## config.mk

```make
export PLATFORM = sky130hd
export DESIGN_NAME = lookup_lb_master_flat
export DESIGN_NICKNAME = d
export VERILOG_FILES = /design/src/rtl/lookup_pkg.sv /design/src/rtl/lookup_lb_master_if.sv /design/src/rtl/lb_rr_arb2.sv /design/src/rtl/lookup_lb_master.sv /design/src/flat_wrapper.sv
export SDC_FILE = /design/constraint.sdc
export NUM_CORES = 1
export LEC_CHECK = 0
export ABC_AREA = 1
export CAP_MARGIN = 20
export CORE_ASPECT_RATIO = 2
export CORE_MARGIN = 5
export CORE_UTILIZATION = 42
export CTS_CLUSTER_SIZE = 30
export DETAILED_ROUTE_END_ITERATION = 6
export PLACE_DENSITY = 0.88
export SLEW_MARGIN = 20
export SYNTH_ARGS = -nofsm -noshare
export SYNTH_HDL_FRONTEND = slang
export SYNTH_SLANG_ARGS = --single-unit
```

## constraint.sdc

```tcl
create_clock -name clk -period 1.9 [get_ports clk]
set_input_delay 0.19 -clock clk [delete_from_list [all_inputs] [get_ports clk]]
set_output_delay 0.19 -clock clk [all_outputs]
set_load 0.01 [all_outputs]
```

## src/rtl/lookup_pkg.sv

```systemverilog
// Shared definitions for the lookup pipeline localbus master: bus widths,
// engine-select field location and the localbus cycle state encoding.
package lookup_pkg;

    localparam int LB_ADDR_W      = 32;
    localparam int LB_DATA_W      = 32;
    localparam int ENGINE_SEL_MSB = 18;
    localparam int ENGINE_SEL_LSB = 16;
    localparam int TO_CNT_W       = 16;
    localparam int GAP_CNT_W      = 4;

    localparam logic [1:0] ST_IDLE_ENC = 2'd0;
    localparam logic [1:0] ST_ALE_ENC  = 2'd1;
    localparam logic [1:0] ST_CS_ENC   = 2'd2;
    localparam logic [1:0] ST_REL_ENC  = 2'd3;

    typedef enum logic [1:0] {
        ST_IDLE = ST_IDLE_ENC,
        ST_ALE  = ST_ALE_ENC,
        ST_CS   = ST_CS_ENC,
        ST_REL  = ST_REL_ENC
    } lb_state_e;

endpackage

```

## src/rtl/lookup_lb_master_if.sv

```systemverilog
// Requester handshakes, responses and the localbus pins of lookup_lb_master.
// master = the arbiter side, slave = requesters plus the localbus device.
interface lookup_lb_master_if;
    import lookup_pkg::*;

    logic                 req0_valid;
    logic                 req0_ready;
    logic                 req0_rd_wr;
    logic [LB_ADDR_W-1:0] req0_addr;
    logic [LB_DATA_W-1:0] req0_wdata;
    logic                 req1_valid;
    logic                 req1_ready;
    logic                 req1_rd_wr;
    logic [LB_ADDR_W-1:0] req1_addr;
    logic [LB_DATA_W-1:0] req1_wdata;

    logic                 rsp0_valid;
    logic [LB_DATA_W-1:0] rsp0_rdata;
    logic                 rsp0_err;
    logic                 rsp1_valid;
    logic [LB_DATA_W-1:0] rsp1_rdata;
    logic                 rsp1_err;

    logic                 lb_cs_n;
    logic                 lb_rd_wr;
    logic                 lb_ale;
    logic [LB_DATA_W-1:0] lb_data;
    logic                 lb_ack_n;
    logic [LB_DATA_W-1:0] lb_data_in;

    modport master (
        input  req0_valid, req0_rd_wr, req0_addr, req0_wdata,
        input  req1_valid, req1_rd_wr, req1_addr, req1_wdata,
        output req0_ready, req1_ready,
        output rsp0_valid, rsp0_rdata, rsp0_err,
        output rsp1_valid, rsp1_rdata, rsp1_err,
        output lb_cs_n, lb_rd_wr, lb_ale, lb_data,
        input  lb_ack_n, lb_data_in
    );

    modport slave (
        output req0_valid, req0_rd_wr, req0_addr, req0_wdata,
        output req1_valid, req1_rd_wr, req1_addr, req1_wdata,
        input  req0_ready, req1_ready,
        input  rsp0_valid, rsp0_rdata, rsp0_err,
        input  rsp1_valid, rsp1_rdata, rsp1_err,
        input  lb_cs_n, lb_rd_wr, lb_ale, lb_data,
        output lb_ack_n, lb_data_in
    );

endinterface

```

## src/rtl/lb_rr_arb2.sv

```systemverilog
// Two-way round-robin grant: a lone requester always wins, a tie goes to
// the side named by rr_ptr (0 = req0, 1 = req1).
module lb_rr_arb2 (
    input  logic [1:0] valid,
    input  logic       rr_ptr,
    output logic       gnt_any,
    output logic       gnt_sel
);

    always_comb begin
        gnt_any = |valid;
        if (&valid) begin
            gnt_sel = rr_ptr;
        end else begin
            gnt_sel = valid[1];
        end
    end

endmodule

```

## src/rtl/lookup_lb_master.sv

```systemverilog
// Localbus master for the lookup configuration port: arbitrates the host
// bridge (req0) and the rule-update engine (req1), then runs one ALE/CS/ACK cycle.
module lookup_lb_master
    import lookup_pkg::*;
#(
    parameter int TO_CYCLES = 255,
    parameter int IDLE_GAP  = 1
) (
    input logic                clk,
    input logic                reset,
    lookup_lb_master_if.master bus
);

    localparam logic [TO_CNT_W-1:0]  TO_LAST  = TO_CNT_W'(TO_CYCLES - 1);
    localparam logic [GAP_CNT_W-1:0] GAP_LOAD = GAP_CNT_W'(IDLE_GAP);

    lb_state_e             state;
    lb_state_e             state_next;
    logic                  grant_pend;
    logic                  gnt_any;
    logic                  gnt_sel;
    logic                  rr_ptr;
    logic                  gnt_q;
    logic                  rd_wr_q;
    logic [LB_ADDR_W-1:0]  addr_q;
    logic [LB_DATA_W-1:0]  wdata_q;
    logic [LB_DATA_W-1:0]  rdata_q;
    logic                  err_q;
    logic [TO_CNT_W-1:0]   to_cnt;
    logic [GAP_CNT_W-1:0]  gap_cnt;

    logic                  grant_now;
    logic                  to_hit;
    logic                  cs_ack;
    logic                  cs_to;
    logic                  rel_done;
    logic                  rel_to;
    logic                  rsp_err;

    lb_rr_arb2 u_arb (
        .valid   ({bus.req1_valid, bus.req0_valid}),
        .rr_ptr  (rr_ptr),
        .gnt_any (gnt_any),
        .gnt_sel (gnt_sel)
    );

    // The grant cycle only pulses ready; ALE follows one cycle later, so IDLE
    // holds for one extra cycle with grant_pend set before moving on.
    always_comb begin
        state_next = state;
        grant_now  = 1'b0;
        to_hit     = (to_cnt == TO_LAST);
        cs_ack     = 1'b0;
        cs_to      = 1'b0;
        rel_done   = 1'b0;
        rel_to     = 1'b0;
        case (state)
            ST_IDLE: begin
                if (grant_pend) begin
                    state_next = ST_ALE;
                end else if (gnt_any && (gap_cnt == '0)) begin
                    grant_now = 1'b1;
                end
            end
            ST_ALE: begin
                state_next = ST_CS;
            end
            ST_CS: begin
                if (!bus.lb_ack_n) begin
                    cs_ack     = 1'b1;
                    state_next = ST_REL;
                end else if (to_hit) begin
                    cs_to      = 1'b1;
                    state_next = ST_REL;
                end
            end
            ST_REL: begin
                if (bus.lb_ack_n) begin
                    rel_done = 1'b1;
                end else if (to_hit) begin
                    rel_to   = 1'b1;
                    rel_done = 1'b1;
                end
                if (rel_done) begin
                    state_next = ST_IDLE;
                end
            end
            default: begin
                state_next = ST_IDLE;
            end
        endcase
        rsp_err = err_q | rel_to;
    end

    // Bus pins are registered from state_next so the visible phase always
    // matches the state the FSM is in during that cycle.
    always_ff @(posedge clk) begin
        if (!reset) begin
            state          <= ST_IDLE;
            grant_pend     <= 1'b0;
            rr_ptr         <= 1'b0;
            gnt_q          <= 1'b0;
            rd_wr_q        <= 1'b1;
            addr_q         <= '0;
            wdata_q        <= '0;
            rdata_q        <= '0;
            err_q          <= 1'b0;
            to_cnt         <= '0;
            gap_cnt        <= '0;
            bus.req0_ready <= 1'b0;
            bus.req1_ready <= 1'b0;
            bus.rsp0_valid <= 1'b0;
            bus.rsp0_rdata <= '0;
            bus.rsp0_err   <= 1'b0;
            bus.rsp1_valid <= 1'b0;
            bus.rsp1_rdata <= '0;
            bus.rsp1_err   <= 1'b0;
            bus.lb_cs_n    <= 1'b1;
            bus.lb_ale     <= 1'b0;
            bus.lb_rd_wr   <= 1'b1;
            bus.lb_data    <= '0;
        end else begin
            state      <= state_next;
            grant_pend <= grant_now;

            if (grant_now) begin
                gnt_q   <= gnt_sel;
                rd_wr_q <= gnt_sel ? bus.req1_rd_wr : bus.req0_rd_wr;
                addr_q  <= gnt_sel ? bus.req1_addr  : bus.req0_addr;
                wdata_q <= gnt_sel ? bus.req1_wdata : bus.req0_wdata;
                rdata_q <= '0;
                err_q   <= 1'b0;
            end
            if (cs_ack && rd_wr_q) begin
                rdata_q <= bus.lb_data_in;
            end
            if (cs_to || rel_to) begin
                err_q <= 1'b1;
            end

            if (state_next != state) begin
                to_cnt <= '0;
            end else if ((state == ST_CS) || (state == ST_REL)) begin
                to_cnt <= to_cnt + 1'b1;
            end

            if (rel_done) begin
                gap_cnt <= GAP_LOAD;
                rr_ptr  <= ~gnt_q;
            end else if ((state == ST_IDLE) && (gap_cnt != '0)) begin
                gap_cnt <= gap_cnt - 1'b1;
            end

            bus.req0_ready <= grant_now & ~gnt_sel;
            bus.req1_ready <= grant_now &  gnt_sel;
            bus.rsp0_valid <= rel_done & ~gnt_q;
            bus.rsp1_valid <= rel_done &  gnt_q;
            bus.rsp0_err   <= rel_done & ~gnt_q & rsp_err;
            bus.rsp1_err   <= rel_done &  gnt_q & rsp_err;
            bus.rsp0_rdata <= (rel_done && !gnt_q && !rsp_err) ? rdata_q : '0;
            bus.rsp1_rdata <= (rel_done &&  gnt_q && !rsp_err) ? rdata_q : '0;

            bus.lb_ale   <= (state_next == ST_ALE);
            bus.lb_cs_n  <= (state_next != ST_CS);
            bus.lb_rd_wr <= ((state_next == ST_ALE) || (state_next == ST_CS)) ? rd_wr_q : 1'b1;
            if (state_next == ST_ALE) begin
                bus.lb_data <= addr_q;
            end else if ((state_next == ST_CS) && !rd_wr_q) begin
                bus.lb_data <= wdata_q;
            end else begin
                bus.lb_data <= '0;
            end
        end
    end

endmodule

```

## src/flat_wrapper.sv

```systemverilog
// flat-port wrapper written by rule: the top's interface ports become plain ports
module lookup_lb_master_flat import lookup_pkg::*;
#(
    parameter int TO_CYCLES = 255,
    parameter int IDLE_GAP  = 1
)
  (clk, reset, bus_req0_valid, bus_req0_rd_wr, bus_req0_addr, bus_req0_wdata, bus_req1_valid, bus_req1_rd_wr, bus_req1_addr, bus_req1_wdata, bus_req0_ready, bus_req1_ready, bus_rsp0_valid, bus_rsp0_rdata, bus_rsp0_err, bus_rsp1_valid, bus_rsp1_rdata, bus_rsp1_err, bus_lb_cs_n, bus_lb_rd_wr, bus_lb_ale, bus_lb_data, bus_lb_ack_n, bus_lb_data_in);
  lookup_lb_master_if bus_i ();
  input logic clk;
  input logic reset;
  input wire logic [$bits(bus_i.req0_valid)-1:0] bus_req0_valid;
  input wire logic [$bits(bus_i.req0_rd_wr)-1:0] bus_req0_rd_wr;
  input wire logic [$bits(bus_i.req0_addr)-1:0] bus_req0_addr;
  input wire logic [$bits(bus_i.req0_wdata)-1:0] bus_req0_wdata;
  input wire logic [$bits(bus_i.req1_valid)-1:0] bus_req1_valid;
  input wire logic [$bits(bus_i.req1_rd_wr)-1:0] bus_req1_rd_wr;
  input wire logic [$bits(bus_i.req1_addr)-1:0] bus_req1_addr;
  input wire logic [$bits(bus_i.req1_wdata)-1:0] bus_req1_wdata;
  output wire logic [$bits(bus_i.req0_ready)-1:0] bus_req0_ready;
  output wire logic [$bits(bus_i.req1_ready)-1:0] bus_req1_ready;
  output wire logic [$bits(bus_i.rsp0_valid)-1:0] bus_rsp0_valid;
  output wire logic [$bits(bus_i.rsp0_rdata)-1:0] bus_rsp0_rdata;
  output wire logic [$bits(bus_i.rsp0_err)-1:0] bus_rsp0_err;
  output wire logic [$bits(bus_i.rsp1_valid)-1:0] bus_rsp1_valid;
  output wire logic [$bits(bus_i.rsp1_rdata)-1:0] bus_rsp1_rdata;
  output wire logic [$bits(bus_i.rsp1_err)-1:0] bus_rsp1_err;
  output wire logic [$bits(bus_i.lb_cs_n)-1:0] bus_lb_cs_n;
  output wire logic [$bits(bus_i.lb_rd_wr)-1:0] bus_lb_rd_wr;
  output wire logic [$bits(bus_i.lb_ale)-1:0] bus_lb_ale;
  output wire logic [$bits(bus_i.lb_data)-1:0] bus_lb_data;
  input wire logic [$bits(bus_i.lb_ack_n)-1:0] bus_lb_ack_n;
  input wire logic [$bits(bus_i.lb_data_in)-1:0] bus_lb_data_in;
  assign bus_i.req0_valid = bus_req0_valid;
  assign bus_i.req0_rd_wr = bus_req0_rd_wr;
  assign bus_i.req0_addr = bus_req0_addr;
  assign bus_i.req0_wdata = bus_req0_wdata;
  assign bus_i.req1_valid = bus_req1_valid;
  assign bus_i.req1_rd_wr = bus_req1_rd_wr;
  assign bus_i.req1_addr = bus_req1_addr;
  assign bus_i.req1_wdata = bus_req1_wdata;
  assign bus_req0_ready = bus_i.req0_ready;
  assign bus_req1_ready = bus_i.req1_ready;
  assign bus_rsp0_valid = bus_i.rsp0_valid;
  assign bus_rsp0_rdata = bus_i.rsp0_rdata;
  assign bus_rsp0_err = bus_i.rsp0_err;
  assign bus_rsp1_valid = bus_i.rsp1_valid;
  assign bus_rsp1_rdata = bus_i.rsp1_rdata;
  assign bus_rsp1_err = bus_i.rsp1_err;
  assign bus_lb_cs_n = bus_i.lb_cs_n;
  assign bus_lb_rd_wr = bus_i.lb_rd_wr;
  assign bus_lb_ale = bus_i.lb_ale;
  assign bus_lb_data = bus_i.lb_data;
  assign bus_i.lb_ack_n = bus_lb_ack_n;
  assign bus_i.lb_data_in = bus_lb_data_in;
  lookup_lb_master #(.TO_CYCLES(TO_CYCLES), .IDLE_GAP(IDLE_GAP)) u_core (.clk(clk), .reset(reset), .bus(bus_i));
endmodule
```

==> impl_metrics.csv, run 1 <==
group,metric,value,unit
worst_setup_path,crit_fanout,8,
worst_setup_path,reg2reg_from,"u_core.to_cnt[15]",
layout,drive_gt1_frac,0.106,
placed_design,pre_cts_slack,1.07,ps
placed_design,placed_area,11700,um^2
drt,drt-total-wl,28.0,mm
placed_design,dp_cells,1673,
drt,avgViaCountPerCell,4.86,
drt,post-route-drc-count,0,
die,die_y,211,um
worst_setup_path,r2r_cells,12,
synth,syn_area,8450,um^2
clocking,clk_pin_slew,70,ps
die,core_area,19800,um^2
synth,synth_warnings,0,
timing,rsz0062_at_grt,"yes",
layout,area_delta_synth_final,51.5,%
pwr,vdd_drop_max,0.708,mV
global_routing,grt_pass1_vias,8273,
min_path,worstHoldPathType,"in -> reg",
timing,skew,11.5,ps
min_path,min-delay-start,"bus_req1_addr[14]",
timing,slew_viol_final,0,
synth,synth_nets,1320,
synth,synth-seq-area-share,0.540,
layout,fin_cells,1727,
timing,timing.fmax,532,MHz
clocking,clock-root-buffer,"clkbuf_16",
die,fp.dieArea,23200,um^2
layout,fillers,1567,
synth,netlist_instances,1148,
layout,fin_util,0.646,
timing,setup_ws,19.0,ps
clocking,clockBufferDepth,3,
placed_design,dp.final_hpwl,19.2,mm
drt,final_antenna_net_count,0,
drt,drt_iter0_markers,423,
global_routing,antenna_found_initial,2,
drt,vias,8390,
placed_design,gp_congestion,0.892,
worst_setup_path,arrival,2300,ps
synth,synth.avg_cell_area,7.36,um^2
pwr,p_per_area,1050,nW/um^2
global_routing,grt_use_total,0.219,
timing,setup_viol,0,
layout,fin_area,12800,um^2
timing,relSlewSlack,0.460,
layout,multi_input_area,3410,um^2
die,start_util,0.426,
worst_setup_path,startpoint,"u_core.to_cnt[15]",
synth,ys_types,30,
worst_setup_path,r2r-end,"u_core.bus.lb_data[13]",
die,io_pins,272,
min_path,holdPathStages,3,
worst_setup_path,crit_type,"reg -> reg",
drt,drt_pass1_iterations,5,
timing,final_hold_viol_count,0,
worst_setup_path,r2r_slack,20,ps
global_routing,grt_pass1_wl,40.3,mm
global_routing,grt_overflow,0,
worst_setup_path,end_kind,"flop",
clocking,clock-sinks,228,
layout,layout.nets,1623,
job,cap_violations,0,
timing,min_period,1880,ps
pwr,p_leak,5.12,nW
layout,seq_area,4570,um^2
global_routing,grt_max_degree,68,
min_path,whs_endpoint,"u_core.addr_q[14]",
placed_design,io_buffers,271,
clocking,cts_buffers,19,
timing,tightest_slew,811,ps
clocking,cts_tree,"done",
run_status,status,"finished, final reports clean",
timing,fin_crit_sh,0.990,
drt,routedWlPerCell,16.2,um
worst_setup_path,crit_path_start_kind,"flop",
die,dieWidth,110,um
synth,postSynthRegisterBits,228,
worst_setup_path,cp.required,2320,ps
timing,whs,240,ps
clocking,insertion_delay,490,ps
clocking,h-tree-depth,1,
die,rows,73,
-- metal layers --
layer | part of all wire | global-route usage
met5 | 0 | 0
met4 | 0.063 | 0.128
met3 | 0.058 | 0.0322
met2 | 0.56 | 0.425
met1 | 0.32 | 0.207
-- cell type report --
type,instances,share of cell area
clock buffer,25,0.0405
inverter,107,0.0318
tap,262,0.0256
clock inverter,8,0.00538
antenna,2,0.000391
multi-input combinational,760,0.266
sequential,228,0.357
timing repair buffer,335,0.273
-- cell usage after synthesis --
| master | count | area [um^2] |
|---|---|---|
| nand2_1 | 473 | 1780 |
| nor3_1 | 3 | 15.0 |
| nand3b_1 | 1 | 7.51 |
| a21oi_1 | 66 | 330 |
| nand2_2 | 1 | 6.26 |
| inv_2 | 4 | 15.0 |
| buf_2 | 18 | 90.1 |
| o21ai_1 | 4 | 20.0 |
| clkbuf_1 | 24 | 90.1 |
| inv_1 | 103 | 387 |
| nor2_1 | 115 | 432 |
| o21ai_0 | 50 | 250 |
| nor2_4 | 3 | 33.8 |
| dfxtp_1 | 228 | 4560 |
| or2_2 | 1 | 6.26 |
| nor3_2 | 1 | 10.0 |
| ha_1 | 5 | 62.6 |
| xnor2_1 | 3 | 26.3 |
| nand4_1 | 6 | 37.5 |
| a31oi_1 | 1 | 6.26 |
| nand3_1 | 11 | 55.1 |
| buf_6 | 1 | 11.3 |
| o21ai_2 | 1 | 8.76 |
| buf_1 | 6 | 22.5 |
| nor4_2 | 1 | 12.5 |
| a211oi_1 | 1 | 7.51 |
| xor2_1 | 9 | 78.8 |
| nor2_8 | 2 | 40.0 |
| o2111ai_1 | 1 | 8.76 |
| buf_4 | 5 | 37.5 |
-- registers in the layout, indices dropped and copies added, names as in the netlist, 2 cells and up --
| name | count |
|---|---|
| u_core.bus.rsp1_rdata | 32 |
| u_core.to_cnt | 16 |
| u_core.addr_q | 32 |
| u_core.gap_cnt | 4 |
| u_core.bus.lb_data | 32 |
| u_core.wdata_q | 32 |
| u_core.state | 2 |
| u_core.rdata_q | 32 |
| u_core.bus.rsp0_rdata | 32 |
-- layout by cell type, fill, tap and decap left out, types with 13 or more instances in the layout --
cell type,Yosys,final
buf_12,0,13
o21ai_2,1,17
o21ai_1,4,19
a21oi_1,66,66
dfxtp_1,228,221
clkdlybuf4s50_1,0,270
nor2_1,115,110
inv_1,103,96
o21ai_0,50,19
clkbuf_16,0,26
buf_4,5,41
nand2_1,473,467
-- critical path, cell delays in order, from the launching register on --
cell       delay (ps)
dfxtp_1           340
nor2_2            140
nand2_1            90
nor2_4            110
nand2_2            80
nand3_2            80
nand3_4           110
inv_2              80
ha_2              180
nand4_1           120
buf_6             180
clkbuf_16         170
o21ai_1           130
-- worst max path at each step --
stage               slack [ps]                     end  cells after the start
global placement            80  u_core.bus.lb_data[25]                     13
finish                      20  u_core.bus.lb_data[13]                     12
floorplan                   30  u_core.bus.lb_data[10]                     13
global route               -70      u_core.wdata_q[11]                     13
detailed placement           1  u_core.bus.lb_data[14]                     13
CTS                         -6  u_core.bus.lb_data[13]                     13
-- repair_timing --
action	CTS	global route
gates cloned	0	9
hold buffers	1	0
setup buffers	0	10
resized for setup	4	83
endpoints found under the setup margin	13	69
hold endpoints to repair	2	0
pin swaps	0	12
-- stage by stage --
step | TNS (ps) | total power [mW]
after floorplan | 0 | 7.68
after global placement | 0 | 9.03
after detailed placement | 0 | 9.18
after CTS | -8.71 | 12.9
after global routing | -2470 | 14.2
final | 0 | 13.4
-- where the power goes --
group / internal (mW) / switching (mW) / total [mW]
sequential: 5.37 / 0.294 / 5.66
combinational: 1.76 / 2.27 / 4.04
clock: 2.07 / 1.67 / 3.74
total: 9.20 / 4.24 / 13.4
-- cells by family (layout without fill, tap and decap cells) --
group                      Yosys count  count (layout)  synth area share
DFF                                228             228             0.540
and+or+nand+nor                    618             619             0.288
other                                0               2                 0
buffers and inverters              161             475            0.0773
xor gates and xnor gates            12              12            0.0124
adders and majority gates            5               5           0.00741
AOI/OAI and AO/OA                  124             124            0.0748
No activity file was read; power rests on OpenSTA's default activity.
==> run 2: changes to the inputs <==
CELL_PAD_IN_SITES_DETAIL_PLACEMENT = 1   (was unset)
CELL_PAD_IN_SITES_GLOBAL_PLACEMENT = 1   (was unset)
CORE_UTILIZATION = 31   (was 42)
SLEW_MARGIN = unset   (was 20)
SYNTH_HIERARCHICAL = 1   (was unset)
==> run 2 against run 1 <==
The run now ends with setup timing left. Register-to-register slack got worse by 40 ps. Clock power grew 28%. Critical endpoint is now u_core/bus.lb_data[29]. Global-route usage is 1.7 points lower. Cell count decreased by 3.9%. Critical path type unchanged.
==> impl_metrics.csv, run 2 <==
group,metric,value,unit
timing,skew,17.2,ps
drt,drt-met1-wl,10.8,mm
die,rows,86,
clocking,cts_tree,"done",
synth,synth_warnings,6,
synth,netlist_instances,970,
synth,postSynthRegisterBits,228,
synth,synth_nets,1142,
drt,highest_layer,"met4",
layout,fin_util,0.487,
global_routing,grt_pass1_vias,9139,
timing,fin_crit_sh,1.01,
synth,synthTopCellsByCount,"dfxtp_1 (228), nand2_1 (208), inv_1 (67), nand3_1 (56), a31oi_1 (47)",
worst_setup_path,max_stage_delay,330,ps
min_path,worstHoldPathType,"in -> reg",
worst_setup_path,r2r_slack,-20,ps
clocking,h-tree-depth,1,
synth,yosys_most_used_dff,"dfxtp_1",
layout,drive_gt1_frac,0.189,
placed_design,io_buffers,271,
global_routing,grt_pass1_wl,49.7,mm
worst_setup_path,cp.required,2300,ps
run_status,status,"finished with violations",
global_routing,antenna_found_initial,7,
timing,relSlewSlack,0.708,
timing,final_hold_viol_count,0,
placed_design,dp.final_hpwl,23.9,mm
global_routing,grt_use_total,0.202,
drt,drt-total-wl,33.8,mm
clocking,clock-sinks,228,
layout,layout.nets,1459,
timing,slew_viol_final,0,
worst_setup_path,crit_chain,"inv_2, ha_4, nand2_4, nor2_4, nand2_2, nand2_2, nand2_2, nand2_2, inv_2, ha_4, nand2_4, nor2_4, buf_12, a32o_2",
drt,post-route-drc-count,0,
synth,post-synth-top-count-cell,"dfxtp_1",
layout,area_delta_synth_final,55.1,%
synth,yosysTopAreaCellShare,0.530,
synth,ys_types,37,
worst_setup_path,cp_slowest_cell,"dfxtp_2",
layout,mostFrequentLayoutCell,"clkdlybuf4s50_1",
pwr,vdd_drop_max,0.631,mV
worst_setup_path,crit_type,"reg -> reg",
synth,synth_enable_flop_cells,0,
drt,drt_iter0_markers,418,
pwr,p_leak,4.77,nW
drt,vias,8258,
job,cap_violations,0,
die,core_area,27400,um^2
die,dieWidth,128,um
drt,routedWlPerCell,20.4,um
run_status,violations,"setup timing",
timing,whs,151,ps
synth,yosysTopAreaCell,"dfxtp_1",
worst_setup_path,cp_common_cell,"nand2_2",
synth,synth-seq-area-share,0.530,
layout,fin_area,13400,um^2
global_routing,grt_overflow,0,
synth,synth_area_leaders,"dfxtp_1 (53%), nand2_1 (9.1%), nor2_4 (4.3%), a32o_1 (3.7%), a31oi_1 (3.4%)",
placed_design,gp_congestion,0.847,
worst_setup_path,crit_fanout,6,
pwr,finalPower,14.8,mW
drt,drt_pass1_iterations,4,
clocking,clockBufferDepth,3,
timing,setup_ws,-17.7,ps
pwr,p_per_area,1110,nW/um^2
layout,final_cell_mix,"clkdlybuf4s50_1 (270), dfxtp_1 (220), nand2_1 (194)",
timing,tightest_slew,438,ps
drt,final_antenna_net_count,0,
synth,syn_area,8610,um^2
clocking,ctsHoldBuffers,0,
die,start_util,0.314,
clocking,cts_buffers,21,
timing,setup_viol,3,
die,io_pins,272,
die,fp.dieArea,31400,um^2
global_routing,grt_max_degree,49,
synth,synth.avg_cell_area,8.87,um^2
worst_setup_path,end_kind,"flop",
worst_setup_path,crit_path_start_kind,"flop",
drt,wl_met3,1.57,mm
drt,avgViaCountPerCell,4.97,
die,die_y,246,um
placed_design,placed_area,12100,um^2
clocking,clk_pin_slew,70,ps
timing,min_period,1920,ps
worst_setup_path,arrival,2320,ps
drt,wl_met2,19.6,mm
timing,rsz0062_at_grt,"yes",
timing,timing.fmax,521,MHz
clocking,insertion_delay,520,ps
clocking,clock-root-buffer,"clkbuf_16",
synth,async_reset_ff_frac,0,
-- run 2: changes by cell type after synthesis, moves of 30 or more --
| cell | previous run | this run |
|---|---|---|
| a21oi_1 | 66 | 36 |
| nor3_1 | 3 | 35 |
| a32o_1 | 0 | 32 |
| nand4_1 | 6 | 37 |
| inv_1 | 103 | 67 |
| nor2_4 | 3 | 33 |
| nand2_1 | 473 | 208 |
| nand3_1 | 11 | 56 |
| a31oi_1 | 1 | 47 |
| o21ai_0 | 50 | 2 |
| nor2_1 | 115 | 39 |
-- run 2: stage by stage --
stage / std cells / TNS (ps) / setup slack (ps)
5_1_grt: 1660 / -3910 / -108
4_1_cts: 1647 / -1030 / -70.8
2_1_floorplan: 970 / -2150 / -71.8
6_report: 1660 / -20.9 / -17.7
3_5_place_dp: 1597 / -22730 / -222
3_3_place_gp: 1597 / -8820 / -112
-- run 2: layout make-up --
class / instances / area, um^2
antenna: 7 / 17.5
clock buffer: 24 / 567
clock inverter: 13 / 200
fill: 3086 / 14100
inverter: 75 / 290
multi-input combinational: 600 / 3610
sequential: 228 / 4570
tap: 352 / 440
timing repair buffer: 361 / 3650
-- run 2: cells by family (layout without fill, tap and decap cells) --
kind of cell / after synthesis / after routing / share of synthesized area
DFF: 228 / 228 / 0.530
buffers and inverters: 142 / 473 / 0.0757
and+or+nand+nor: 439 / 439 / 0.261
adders and majority gates: 5 / 5 / 0.00727
other: 0 / 7 / 0
AOI/OAI and AO/OA: 143 / 143 / 0.113
xor gates and xnor gates: 13 / 13 / 0.0132
-- run 2: power breakdown --
part | switching (mW) | internal (mW) | total (mW) | leakage, nW
Combinational | 2.35 | 1.93 | 4.28 | 2.54
Sequential | 0.390 | 5.38 | 5.77 | 1.85
Clock | 1.94 | 2.84 | 4.78 | 0.380
-- run 2: timing repair --
item | 4_1_cts | 5_1_grt
pin swaps | 5 | 32
cloned | 2 | 3
buffers inserted | 11 | 5
resized for setup | 33 | 42
endpoints found under the setup margin | 33 | 91
-- run 2: worst max-delay path, delay by kind of cell, from the launching register on --
family	cells	cell delay (ps)
buffers and inverters	3	260
AOI/OAI and AO/OA	1	270
adders and majority gates	2	300
and+or+nand+nor	8	650
DFF	1	330
-- run 2: metal layers --
metal	track usage	up-vias
met4	0.113	0
met3	0.0261	92
li1	-	3878
met1	0.187	3983
met2	0.406	305
met5	0	-
-- run 2: worst paths after layout --
check	from	to	cells after the start
worst min register to register	u_core/rdata_q[1]	u_core/bus.rsp1_rdata[1]	2
worst min-delay path	reset	u_core/bus.lb_cs_n	3
worst max-delay path	u_core/to_cnt[0]	u_core/bus.lb_data[29]	14
worst max register to register	u_core/to_cnt[0]	u_core/bus.lb_data[29]	14
==> run 3: changes to the inputs <==
CORE_MARGIN = unset   (was 5)
==> run 3 against run 2 <==
The flow now finishes without violations. Cell area shrank 1.4%. Global-route usage rose by 1.2 points. Count of clock-buffer cells in the layout rose by 2. Die area fell by 9.3%. First-iteration DRC count shrank 19%. Sequential cell count unchanged. Register-to-register slack better by 20 ps. Clock power decreased by 10%.
==> impl_metrics.csv, run 3 (same netlist as run 2, synthesis figures left out) <==
group,metric,value,unit
drt,drt-total-wl,32.0,mm
clocking,cts_tree,"done",
clocking,cts_buffers,21,
clocking,clk_pin_slew,70,ps
timing,skew,9.45,ps
timing,fin_crit_sh,1.00,
worst_setup_path,end_kind,"flop",
layout,final_cell_mix,"clkdlybuf4s50_1 (270), dfxtp_1 (218), nand2_1 (202)",
worst_setup_path,max_stage_delay,320,ps
die,io_pins,272,
die,die_y,238,um
drt,final_antenna_net_count,0,
timing,min_period,1900,ps
pwr,switching_power,4.55,mW
clocking,insertion_delay,510,ps
timing,relSlewSlack,0.699,
worst_setup_path,cp_slowest_cell,"dfxtp_2",
drt,drt_pass1_iterations,4,
worst_setup_path,reg2reg_from,"u_core/to_cnt[0]",
pwr,clockPowerShare,0.302,
placed_design,dp.final_hpwl,21.9,mm
placed_design,io_buffers,271,
layout,seq_area,4580,um^2
global_routing,grt_pass1_wl,47.3,mm
timing,tightest_slew,451,ps
pwr,seqPwrFrac,0.407,
layout,layout.nets,1448,
pwr,p_per_area,1080,nW/um^2
placed_design,gp_congestion,0.880,
die,rows,85,
layout,multi_input_area,3520,um^2
timing,whs,240,ps
drt,avgViaCountPerCell,4.99,
min_path,min-delay-start,"bus_req1_wdata[29]",
worst_setup_path,startpoint,"u_core/to_cnt[0]",
global_routing,grt_max_degree,57,
clocking,clock-root-buffer,"clkbuf_16",
clocking,clock-sinks,228,
die,start_util,0.317,
drt,vias,8208,
pwr,combinationalPowerShare,0.291,
die,dieWidth,120,um
layout,area_delta_synth_final,52.9,%
worst_setup_path,crit_path_start_kind,"flop",
worst_setup_path,cp_common_cell,"nand2_2",
layout,fin_cells,1644,
worst_setup_path,crit_fanout,5,
drt,drt_iter0_markers,339,
worst_setup_path,cp.required,2290,ps
placed_design,dp_cells,1575,
worst_setup_path,arrival,2290,ps
layout,fillers,3054,
die,core_area,27100,um^2
global_routing,antenna_found_initial,7,
drt,routedWlPerCell,19.4,um
job,cap_violations,0,
timing,slew_viol_final,0,
timing,setup_ws,0.262,ps
timing,setup_viol,0,
timing,rsz0062_at_grt,"yes",
layout,mostFrequentLayoutCell,"clkdlybuf4s50_1",
clocking,h-tree-depth,1,
die,fp.dieArea,28500,um^2
worst_setup_path,crit_chain,"inv_2, ha_4, nand2_4, nor2_4, nand2_2, nand2_2, nand2_2, nand2_2, inv_2, ha_4, nand2_4, nor2_4, buf_12, buf_16, a32o_1",
pwr,vdd_drop_max,0.654,mV
global_routing,grt_use_total,0.213,
run_status,status,"finished, final reports clean",
timing,timing.fmax,526,MHz
pwr,finalPower,14.2,mW
timing,final_hold_viol_count,0,
min_path,worstHoldPathType,"in -> reg",
layout,drive_gt1_frac,0.172,
global_routing,grt_pass1_vias,8961,
worst_setup_path,crit_type,"reg -> reg",
pwr,p_leak,4.69,nW
placed_design,pre_cts_slack,-153,ps
global_routing,grt_overflow,0,
pwr,p_sw_frac,0.321,
drt,post-route-drc-count,0,
pwr,cell_internal_pwr,9.62,mW
clocking,clockBufferDepth,3,
==> run 3: final timing paths <==
path / depth (start not counted) / slack [ps] / end
setup / recovery: 15 / 0.3 / u_core/bus.lb_data[19]
hold / removal: 3 / 240 / u_core/wdata_q[29]
setup reg to reg: 15 / 0.3 / u_core/bus.lb_data[19]
hold reg to reg: 1 / 480 / u_core/bus.lb_data[7]
==> run 3: power groups by stage <==
stage / Clock [mW] / Sequential (mW) / Combinational [mW]
detailed placement: 0 / 5.84 / 3.55
global route: 4.55 / 5.81 / 4.46
floorplan: 0 / 5.73 / 2.14
finish: 4.28 / 5.76 / 4.13
global placement: 0 / 5.82 / 3.41
CTS: 4.39 / 5.75 / 3.72
==> run 3: cell type report <==
cell class / instances / area share
diodes: 7 / 0.00133
clock buffers: 26 / 0.0436
clock inverters: 10 / 0.00780
inverters: 75 / 0.0215
multi-input cells: 600 / 0.267
flip-flops and latches: 228 / 0.348
well taps: 348 / 0.0331
repair buffers: 350 / 0.277
==> run 3: worst max-delay path, delay by kind of cell, from the launching register on <==
family,cells,cell delay (ps)
adder cells (fa/ha/maj),2,300
AND/OR/NAND/NOR,8,550
buffers and inverters,4,390
flip-flops,1,320
AO/OA/AOI/OAI,1,220
==> run 3: timing repair <==
item,CTS,global route
setup buffers,6,11
hold buffers,1,0
endpoints found under the setup margin,33,169
cloned,2,7
pin swaps,11,17
resized for setup,33,28
endpoints found under the hold margin,1,0
==> run 3: routing by layer <==
metal  share of wire  wire (um)  vias up  track usage
li1                -          -     3858            -
met1            0.32      10200     3947        0.193
met2            0.58      18500      297        0.427
met3           0.039       1240      106       0.0247
met4           0.061       1960        0        0.144
met5               0          0        -            0
==> run 3: per-stage QoR <==
step / util / setup TNS (ps) / area (um^2)
final: 0.485 / 0 / 13200
after CTS: 0.473 / -9.32 / 12800
after global routing: 0.485 / -2250 / 13200
after global placement: 0.440 / -3270 / 11900
after detailed placement: 0.440 / -10980 / 11900
after floorplan: - / -2150 / 8610
